===== src/rtl/mire_burst_gen_pkg.sv =====
// Shared types and constants for the mire test-pattern generator.
// Pattern selects, FSM states and Wishbone cycle type codes.
package mire_pkg;

    typedef enum logic [1:0] {
        MODE_GRID    = 2'd0,
        MODE_BARS    = 2'd1,
        MODE_SOLID   = 2'd2,
        MODE_CHECKER = 2'd3
    } mode_e;

    typedef enum logic [1:0] {
        S_IDLE  = 2'd0,
        S_BURST = 2'd1,
        S_GAP   = 2'd2
    } state_e;

    localparam logic [2:0] CTI_CLASSIC = 3'b000;
    localparam logic [2:0] CTI_INCR    = 3'b010;
    localparam logic [2:0] CTI_END     = 3'b111;

    // Counter width for values 0..n-1, never narrower than one bit.
    function automatic int unsigned widthOf(input int unsigned n);
        return (n > 1) ? $clog2(n) : 1;
    endfunction

endpackage


===== src/rtl/mire_burst_gen_pattern.sv =====
// Combinational pixel generator: maps (x, y, bar, mode) to a {8'h00,R,G,B} word.
// The parent registers the result so the bus sees a clean data word.
module mire_pattern
    import mire_pkg::*;
#(
    parameter int unsigned XW         = 10,
    parameter int unsigned YW         = 9,
    parameter int unsigned CHECK_LOG2 = 5
) (
    input  logic [XW-1:0] x_i,
    input  logic [YW-1:0] y_i,
    input  logic [2:0]    bar_i,
    input  mode_e         mode_i,
    input  logic [31:0]   solid_i,
    output logic [31:0]   pixel_o
);

    logic [7:0] x8;
    logic [7:0] y8;
    logic [7:0] sum8;
    logic       chkX;
    logic       chkY;

    always_comb begin
        x8   = 8'(x_i);
        y8   = 8'(y_i);
        sum8 = x8 + y8;
        // The shift-and-mask form picks bit CHECK_LOG2 without a part-select.
        chkX = |((x_i >> CHECK_LOG2) & XW'(1));
        chkY = |((y_i >> CHECK_LOG2) & YW'(1));
        pixel_o = 32'h0;
        case (mode_i)
            MODE_GRID: begin
                if ((x8[4:0] == 5'd0) || (y8[4:0] == 5'd0)) begin
                    pixel_o = 32'hFFFF_FFFF;
                end else begin
                    pixel_o = {8'h00, x8, y8, sum8};
                end
            end
            MODE_BARS: begin
                pixel_o = {8'h00, {8{bar_i[2]}}, {8{bar_i[1]}}, {8{bar_i[0]}}};
            end
            MODE_SOLID: begin
                pixel_o = solid_i;
            end
            MODE_CHECKER: begin
                pixel_o = (chkX ^ chkY) ? 32'hFFFF_FFFF : 32'h0000_0000;
            end
            default: begin
                pixel_o = 32'h0;
            end
        endcase
    end

endmodule


===== src/rtl/mire_burst_gen.sv =====
// Wishbone-B4 master that paints a linear framebuffer with a test pattern,
// using fixed-length incrementing bursts separated by an idle gap.
module mire_burst_gen
    import mire_pkg::*;
#(
    parameter int unsigned HDISP      = 800,
    parameter int unsigned VDISP      = 480,
    parameter logic [31:0] BASE_ADR   = 32'h0,
    parameter int unsigned BURST_LEN  = 8,
    parameter int unsigned GAP_CYCLES = 32,
    parameter int unsigned CHECK_LOG2 = 5
) (
    input  logic        clk,
    input  logic        rst_n,
    input  logic        en,
    input  logic [1:0]  mode,
    input  logic [31:0] solid_color,
    output logic [31:0] adr,
    output logic [31:0] dat_ms,
    output logic        we,
    output logic [3:0]  sel,
    output logic        cyc,
    output logic        stb,
    output logic [2:0]  cti,
    output logic [1:0]  bte,
    input  logic        ack,
    output logic        busy,
    output logic        frame_done,
    output logic [15:0] frame_cnt
);

    localparam int unsigned XW  = widthOf(HDISP);
    localparam int unsigned YW  = widthOf(VDISP);
    localparam int unsigned PW  = widthOf(HDISP * VDISP);
    localparam int unsigned BW  = widthOf(BURST_LEN);
    localparam int unsigned CW  = widthOf(HDISP / 8);
    localparam int unsigned GW  = widthOf(GAP_CYCLES + 1);

    localparam logic [XW-1:0] X_LAST    = XW'(HDISP - 1);
    localparam logic [PW-1:0] PIX_LAST  = PW'(HDISP * VDISP - 1);
    localparam logic [BW-1:0] BEAT_LAST = BW'(BURST_LEN - 1);
    localparam logic [CW-1:0] BC_LAST   = CW'(HDISP / 8 - 1);
    // A zero gap still spends one cycle with cyc low between bursts.
    localparam logic [GW-1:0] GAP_LAST  = (GAP_CYCLES == 0) ? '0 : GW'(GAP_CYCLES - 1);

    state_e        state_q, state_d;
    mode_e         mode_q, mode_d;
    logic [XW-1:0] x_q, x_d;
    logic [YW-1:0] y_q, y_d;
    logic [PW-1:0] pix_q, pix_d;
    logic [BW-1:0] beat_q, beat_d;
    logic [GW-1:0] gap_q, gap_d;
    logic [2:0]    bar_q, bar_d;
    logic [CW-1:0] barCnt_q, barCnt_d;
    logic [31:0]   adr_q, adr_d;
    logic [31:0]   dat_q, dat_d;
    logic [2:0]    cti_q, cti_d;
    logic          cyc_q, cyc_d;
    logic          busy_q, busy_d;
    logic          frameDone_q, frameDone_d;
    logic [15:0]   frameCnt_q, frameCnt_d;

    logic [31:0]   pixel;
    logic          frameEnd;

    mire_pattern #(
        .XW         (XW),
        .YW         (YW),
        .CHECK_LOG2 (CHECK_LOG2)
    ) u_pattern (
        .x_i     (x_d),
        .y_i     (y_d),
        .bar_i   (bar_d),
        .mode_i  (mode_d),
        .solid_i (solid_color),
        .pixel_o (pixel)
    );

    always_comb begin
        state_d  = state_q;
        mode_d   = mode_q;
        x_d      = x_q;
        y_d      = y_q;
        pix_d    = pix_q;
        beat_d   = beat_q;
        gap_d    = gap_q;
        bar_d    = bar_q;
        barCnt_d = barCnt_q;
        adr_d    = adr_q;
        frameEnd = (state_q == S_BURST) && ack && (pix_q == PIX_LAST);

        case (state_q)
            S_IDLE: begin
                x_d      = '0;
                y_d      = '0;
                bar_d    = 3'd0;
                barCnt_d = '0;
                if (en) begin
                    state_d = S_BURST;
                    mode_d  = mode_e'(mode);
                end
            end
            S_BURST: begin
                if (ack) begin
                    if (frameEnd) begin
                        x_d      = '0;
                        y_d      = '0;
                        pix_d    = '0;
                        adr_d    = BASE_ADR;
                        bar_d    = 3'd0;
                        barCnt_d = '0;
                    end else begin
                        pix_d = pix_q + PW'(1);
                        adr_d = adr_q + 32'd4;
                        if (x_q == X_LAST) begin
                            x_d      = '0;
                            y_d      = y_q + YW'(1);
                            bar_d    = 3'd0;
                            barCnt_d = '0;
                        end else begin
                            x_d = x_q + XW'(1);
                            if (barCnt_q == BC_LAST) begin
                                barCnt_d = '0;
                                bar_d    = bar_q + 3'd1;
                            end else begin
                                barCnt_d = barCnt_q + CW'(1);
                            end
                        end
                    end
                    if (beat_q == BEAT_LAST) begin
                        state_d = S_GAP;
                        beat_d  = '0;
                    end else begin
                        beat_d = beat_q + BW'(1);
                    end
                end
            end
            S_GAP: begin
                gap_d = gap_q + GW'(1);
                if (gap_q == GAP_LAST) begin
                    gap_d = '0;
                    // pix_q only sits at zero here once the previous frame has wrapped.
                    if (pix_q != '0) begin
                        state_d = S_BURST;
                    end else if (en) begin
                        state_d = S_BURST;
                        mode_d  = mode_e'(mode);
                    end else begin
                        state_d = S_IDLE;
                    end
                end
            end
            default: begin
                state_d = S_IDLE;
            end
        endcase

        cyc_d = (state_d == S_BURST);
        if (state_d == S_BURST) begin
            cti_d = (beat_d == BEAT_LAST) ? CTI_END : CTI_INCR;
        end else begin
            cti_d = CTI_CLASSIC;
        end
        dat_d       = (cyc_q && !ack) ? dat_q : pixel;
        busy_d      = (state_d != S_IDLE);
        frameDone_d = frameEnd;
        frameCnt_d  = frameCnt_q + 16'(frameEnd);
    end

    always_ff @(posedge clk or negedge rst_n) begin
        if (!rst_n) begin
            state_q     <= S_IDLE;
            mode_q      <= MODE_GRID;
            x_q         <= '0;
            y_q         <= '0;
            pix_q       <= '0;
            beat_q      <= '0;
            gap_q       <= '0;
            bar_q       <= 3'd0;
            barCnt_q    <= '0;
            adr_q       <= BASE_ADR;
            dat_q       <= 32'h0;
            cti_q       <= CTI_CLASSIC;
            cyc_q       <= 1'b0;
            busy_q      <= 1'b0;
            frameDone_q <= 1'b0;
            frameCnt_q  <= 16'h0;
        end else begin
            state_q     <= state_d;
            mode_q      <= mode_d;
            x_q         <= x_d;
            y_q         <= y_d;
            pix_q       <= pix_d;
            beat_q      <= beat_d;
            gap_q       <= gap_d;
            bar_q       <= bar_d;
            barCnt_q    <= barCnt_d;
            adr_q       <= adr_d;
            dat_q       <= dat_d;
            cti_q       <= cti_d;
            cyc_q       <= cyc_d;
            busy_q      <= busy_d;
            frameDone_q <= frameDone_d;
            frameCnt_q  <= frameCnt_d;
        end
    end

    assign adr        = adr_q;
    assign dat_ms     = dat_q;
    assign we         = 1'b1;
    assign sel        = 4'b1111;
    assign cyc        = cyc_q;
    assign stb        = cyc_q;
    assign cti        = cti_q;
    assign bte        = 2'b00;
    assign busy       = busy_q;
    assign frame_done = frameDone_q;
    assign frame_cnt  = frameCnt_q;

endmodule


===== config.mk =====
export PLATFORM = sky130hd
export DESIGN_NAME = mire_burst_gen
export DESIGN_NICKNAME = d
export VERILOG_FILES = /design/src/rtl/mire_burst_gen_pkg.sv /design/src/rtl/mire_burst_gen_pattern.sv /design/src/rtl/mire_burst_gen.sv
export SDC_FILE = /design/constraint.sdc
export NUM_CORES = 1
export LEC_CHECK = 0
export CELL_PAD_IN_SITES_DETAIL_PLACEMENT = 0
export CELL_PAD_IN_SITES_GLOBAL_PLACEMENT = 2
export CORE_MARGIN = 10
export CORE_UTILIZATION = 33
export DETAILED_ROUTE_END_ITERATION = 7
export GPL_ROUTABILITY_DRIVEN = 0
export PLACE_DENSITY_LB_ADDON = 0.1
export SETUP_SLACK_MARGIN = 0.15
export SKIP_CTS_REPAIR_TIMING = 1
export SKIP_LAST_GASP = 1
export SLEW_MARGIN = 40
export SYNTH_ARGS = -nofsm -noshare
export SYNTH_HDL_FRONTEND = slang
export SYNTH_SLANG_ARGS = --single-unit

===== constraint.sdc =====
create_clock -name clk -period 4.7 [get_ports clk]
set_input_delay 0.94 -clock clk [delete_from_list [all_inputs] [get_ports clk]]
set_output_delay 0.94 -clock clk [all_outputs]
set_load 0.02 [all_outputs]

# [After elaboration in Yosys (flattened, before gate mapping)]
# Index checks and enable logic that the tools add are counted.
[word_totals] register_bits=147 input_bits=38 out_inout_bits=94 word_cells=98
[classes] add_sub_neg=10 n_eq_ne=14 mux=40 n_bitwise=1 reduce_logical=15
[ops] cell="32-bit one-hot mux with 4 select lines" count=1
[ops] cell="32-bit two-way mux" count=3
[ops] cell="32-bit by 3-bit adder with 32-bit output (second input constant)" count=1
[ops] cell="10-bit two-way mux" count=3
[ops] cell="7-bit two-way mux" count=4
[ops] cell="3-bit two-way mux" count=9
[ops] cell="9-bit two-way mux" count=3
[ops] cell="10-bit one-hot mux with 2 select lines" count=1
[ops] cell="19-bit by 1-bit adder with 19-bit output (second input constant)" count=1
[ops] cell="19-bit == test (second input constant)" count=1
[ops] cell="19-bit two-way mux" count=1
[ops] cell="19-bit nonzero test" count=1
[ops] cell="9-bit one-hot mux with 2 select lines" count=1
[ops] cell="16-bit by 1-bit adder with 16-bit output" count=1
[ops] cell="2-bit two-way mux" count=7
[ops] cell="7-bit one-hot mux with 2 select lines" count=1
[ops] cell="10-bit by 1-bit adder with 10-bit output (second input constant)" count=1
[ops] cell="10-bit == test (second input constant)" count=1
[ops] cell="5-bit logical NOT" count=2
[ops] cell="9-bit by 1-bit adder with 9-bit output (second input constant)" count=1
[ops] cell="8-bit adder" count=1
[ops] cell="7-bit by 1-bit adder with 7-bit output (second input constant)" count=1
[ops] cell="7-bit == test (second input constant)" count=1
[ops] cell="3-bit by 1-bit adder with 3-bit output (second input constant)" count=2
[ops] cell="20 further kinds" count=31

# [Depth between registers and ports, before layout]
[logic_depth] ltp_word=10 ltp_mapped=20 mapped_depth_nobuf=18

# [Hierarchy]
# From an unflattened synthesis, not the netlist that was laid out.
[unflattened] hier_cells=779 hier_area_um2=7855.0
[modules_own_cells] module="mire_burst_gen" instances=1 cells_per_inst=656 area_each_um2=6940.4 seq_area_each_um2=3578.4
[modules_own_cells] module="mire_pattern" instances=1 cells_per_inst=123 area_each_um2=914.6 seq_area_each_um2=0.0

# [Least setup slack after synthesis]
# Ideal clock, no wire load.
[synth_timing] kind="input to register" from="input port ack" to="register dat_q[7] (netlist: dat_ms[7])" setup_ns=0.088 arrival_time_ns=3.773 t_required_ns=4.612 slack_ns=0.839 stages=16 path_buffers=1 path_cell_list="and3b_1 -> nand4_1 -> o21ai_2 -> buf_6 -> o21bai_1 -> a22oi_1 -> inv_1 -> ha_1 -> a21o_1 -> a21oi_1 -> o21ai_0 -> a21o_1 -> nand2_1 -> a21boi_0 -> or4_1 -> a41oi_1"
[synth_via] elab_chain_cells=9 elab_cells_between_ends=21 classes_between="add/sub (1); mux (12); bitwise (1); reduce/logical (7)"
[synth_lines] item="from (decl)" line_no="mire_burst_gen.sv:26" text="input logic ack,"
[synth_lines] item="1-bit logical AND (2 in a row)" line_no="mire_burst_gen.sv:90" text="frameEnd = (state_q == S_BURST) && ack && (pix_q == PIX_LAST);"
[synth_lines] item="10-bit two-way mux" line_no="mire_burst_gen.sv:105" text="if (frameEnd) begin"
[synth_lines] item="10-bit two-way mux *" line_no="mire_burst_gen.sv:104" text="if (ack) begin"
[synth_lines] item="10-bit one-hot mux with 2 select lines *" line_no="mire_burst_gen.sv:92" text="case (state_q)"
[synth_lines] item="via u_pattern.x_i[1]" line_no="mire_burst_gen_pattern.sv:10" text="input logic [XW-1:0] x_i,"
[synth_lines] item="parallel branches: the longest is 2 deep, another holds 8-bit adder"
[synth_lines] item="32-bit two-way mux *" line_no="mire_burst_gen_pattern.sv:34" text="if ((x8[4:0] == 5'd0) || (y8[4:0] == 5'd0)) begin"
[synth_lines] item="32-bit one-hot mux with 4 select lines *" line_no="mire_burst_gen_pattern.sv:32" text="case (mode_i)"
[synth_lines] item="to (signal assigned)" line_no="mire_burst_gen.sv:199" text="dat_q <= dat_d;"
[synth_lines] item="to (decl)" line_no="mire_burst_gen.sv:56" text="logic [31:0] dat_q, dat_d;"
# Mark *: on every way through the listed nets, which the timed path passes. The select of a mux whose other input is x is not followed.
# A chain may end at the register's enable or synchronous reset.

# [Worst setup path in the final report]
[layout_timing] from="input port ack" to="register dat_q[7] (netlist: dat_ms[7])"
[layout_via] elab_chain_cells=9 elab_cells_between_ends=21 classes_between="add/sub (1); mux (12); bitwise (1); reduce/logical (7)"
[layout_lines] item="1-bit logical AND (2 in a row)" line_no="mire_burst_gen.sv:90"
[layout_lines] item="9-bit two-way mux" line_no="mire_burst_gen.sv:105"
[layout_lines] item="9-bit two-way mux *" line_no="mire_burst_gen.sv:104"
[layout_lines] item="9-bit one-hot mux with 2 select lines *" line_no="mire_burst_gen.sv:92"
[layout_lines] item="via u_pattern.y_i[0]" line_no="mire_burst_gen_pattern.sv:11" text="input logic [YW-1:0] y_i,"
[layout_lines] item="parallel branches: the longest is 2 deep, another holds 8-bit adder"
[layout_lines] item="32-bit two-way mux *" line_no="mire_burst_gen_pattern.sv:34"
[layout_lines] item="32-bit one-hot mux with 4 select lines *" line_no="mire_burst_gen_pattern.sv:32"
# Marked as above.

==> reports/qor.yml <==
synthesis:
  netlist_instances: 803
  synth_edf_count: 0
  avgSynthCellArea_um2: 9.509
  async_flop_share: 1.000
  synthMostInstantiatedCell: "dfrtp_1"
  yosysSeqAreaShare: 0.4653
  yosysWarnings: 0
  ys.flop_type: "dfrtp_1"
  ys_ff_latch: 142
  synthTopCellsByArea: "dfrtp_1, nor2_1, nand2_1"
  netlist_top_cells_count: "dfrtp_1, nor2_1, nand2_1"
  synth.top_cell.area_share: 0.4653
  synth_top_cell_by_area: "dfrtp_1"
  synthDistinctLibCells: 69
  syn_area_mm2: 0.007636
layout:
  seq_area_mm2: 0.003553
  fin_nets: 999
  fin_cells: 1239
  syn2layout_area_growth_pct: 29.30
  num-fill-cells: 2179
  drive_gt1_frac: 0.1111
  multi_input_area_mm2: 0.003802
  n_antenna_cell: 0
clock_network:
  clk_path_buf_depth: 2
  insertion_delay_ps: 430
  clk_pin_slew_ps: 70
  htree_levels: 4
  cts_buffers: 17
  cts_sinks: 142
  cts-root-buf: "clkbuf_16"
  cts_tree: "done"
power:
  switching_share: 0.3950
  p_int_uw: 3154
  combPwrFrac: 0.420
  peakVddDrop_uv: 241.9
  leakagePower_uw: 0.004228
  p_switching_uw: 2059
  power_density_mw_per_mm2: 528.0
  seqPwrFrac: 0.321
  clock_power_share: 0.259
floorplanning:
  initial_utilization: 0.3363
  io_pins: 132
  rows: 55
  die_w_um: 172.1
  dieArea_mm2: 0.02962
  die_y_um: 172.1
  core_mm2: 0.02271
routing:
  drt-pass1-iter-count: 5
  wl_per_cell_um: 18.17
  vias: 6407
  drtAntennaViolNets: 0
  drtIter0Drc: 366
  drt-total-wl_um: 22510
  drcViolationCount: 0
  viasPerCell: 5.171
worst_hold_path:
  min_path_type: "in -> async"
timing:
  setup_violations: 0
  skew_ps: 15.87
  worst_pin_slew_ps: 761.6
  hold_ws_ps: 345.1
  max_slew_margin: 0.4777
  rsz0062_at_grt: "no"
  fmax_ghz: 0.2389
  min_period_ps: 4186
  fin_tns_setup_ps: 0
  maxSlewViolCount: 0
  hold_viol: 0
  finalCritPeriodShare: 0.8906
global_route:
  grt_start_max_net_pins: 100
  antenna_found_initial: 0
  first_global_vias: 6406
  grt_pass1_wl_um: 35910
  grt_overflow_total: 0
  grt_usage: 0.1539
critical_path:
  worstSetupPathType: "in -> reg"
  end_kind: "flip-flop"
  critPathMaxFanout: 5
  crit_required_ps: 5040
  worstPathArrival_ps: 4520
  cp-start-kind: "input port"
outcome:
  outcome: "complete, no violations"
placed_design:
  port_buffers: 122
  dp.cells: 1206
  dp_hpwl_um: 16510
job:
  max_cap_violations: 0
==> per-stage QoR <==
stage | area (µm²) | util | worst slack (ps) | power (µW)
final | 9873 | 0.4348 | 514.1 | 5213
after global routing | 9873 | 0.4348 | 197.9 | 5558
after CTS | 9838 | 0.4332 | 548.0 | 5271
after detailed placement | 9261 | 0.4078 | 113.9 | 3896
after global placement | 9246 | 0.4072 | 195.4 | 3859
after floorplan | 7662 | - | 838.8 | 3057
==> layout make-up <==
class / instances / area share
Clock buffer: 17 / 0.04309
Clock inverter: 15 / 0.01533
Inverter: 22 / 0.008364
Multi-Input combinational cell: 602 / 0.3851
Sequential cell: 142 / 0.3599
Tap cell: 285 / 0.03612
Timing Repair Buffer: 156 / 0.1521
==> path summary, 6_finish.rpt <==
check | startpoint | end | slack (ps) | cells past startpoint
worst max-delay path | ack | dat_ms[7]$_DFFE_PN0N_ | 510 | 15
worst min-delay path | rst_n | frame_cnt[12]$_DFF_PN0_ | 350 | 1
worst max register to register | pix_q[10]$_DFFE_PN0P_ | dat_ms[7]$_DFFE_PN0N_ | 800 | 15
worst min register to register | frame_cnt[4]$_DFF_PN0_ | frame_cnt[4]$_DFF_PN0_ | 490 | 1
max in group asynchronous | rst_n | adr[3]$_DFFE_PN0P_ | 3380 | 3
min in group clk | frame_cnt[4]$_DFF_PN0_ | frame_cnt[4]$_DFF_PN0_ | 490 | 1
==> layout by cell type, fill, tap and decap left out, drive strengths merged, types with 13 or more instances in the layout <==
cell type	count
or3	13
dfrtp	142
nand3	37
a21oi	45
nand2	90
xnor2	25
xor2	36
o21ai	46
nor2	92
o21a	17
clkdlybuf4s50	121
ha	19
o22ai	14
nand4	20
inv	30
clkbuf	17
and3	14
buf	35
==> critical path: stages <==
cell and delay, ps:
clkdlybuf4s50_1 520, and3b_1 220, nand4_1 290, o211ai_1 380, nand2b_1 110, mux2_2 310
ha_1 210, a21o_1 190, a21oi_1 220, o21ai_0 110, a21o_1 200, nand2_1 90
a21boi_0 120, or4_1 420, a41oi_1 210
==> routing by layer <==
| layer | vias up | wire, µm | global-route usage |
|---|---|---|---|
| met5 | - | 0 | 0 |
| met4 | 0 | 290 | 0.04498 |
| met3 | 17 | 1086 | 0.03124 |
| met2 | 155 | 11160 | 0.2588 |
| met1 | 3133 | 9975 | 0.1952 |
| li1 | 3102 | - | - |
==> registers in the layout, summed over array words and instances (netlist names) <==
name	cells
dat_ms	32
adr	30
pix_q	19
frame_cnt	16
x_q	10
y_q	8
barCnt_q	7
gap_q	6
bar_q	3
beat_q	3
cti	2
mode_q	2
state_q	2
busy	1
frame_done	1
==> power groups by stage <==
stage               registers [µW]  logic (µW)  clock network (µW)
global placement              1690        2170                   0
detailed placement            1690        2200                   0
floorplan                     1830        1220                   0
CTS                           1680        2210                1390
global route                  1710        2400                1450
finish                        1670        2190                1350
==> kinds of logic (layout without fill, tap and decap cells) <==
logic type / Yosys count / after routing / share of synthesized area
fa+ha+maj: 20 / 20 / 0.03375
buf+inv: 66 / 210 / 0.04309
xor+xnor: 61 / 61 / 0.06997
simple gates: 318 / 318 / 0.2002
mux: 12 / 12 / 0.01655
other cells: 2 / 9 / 0.0009835
compound gates: 182 / 182 / 0.1701
flops: 142 / 142 / 0.4653
(Power assumes the default switching activity.)
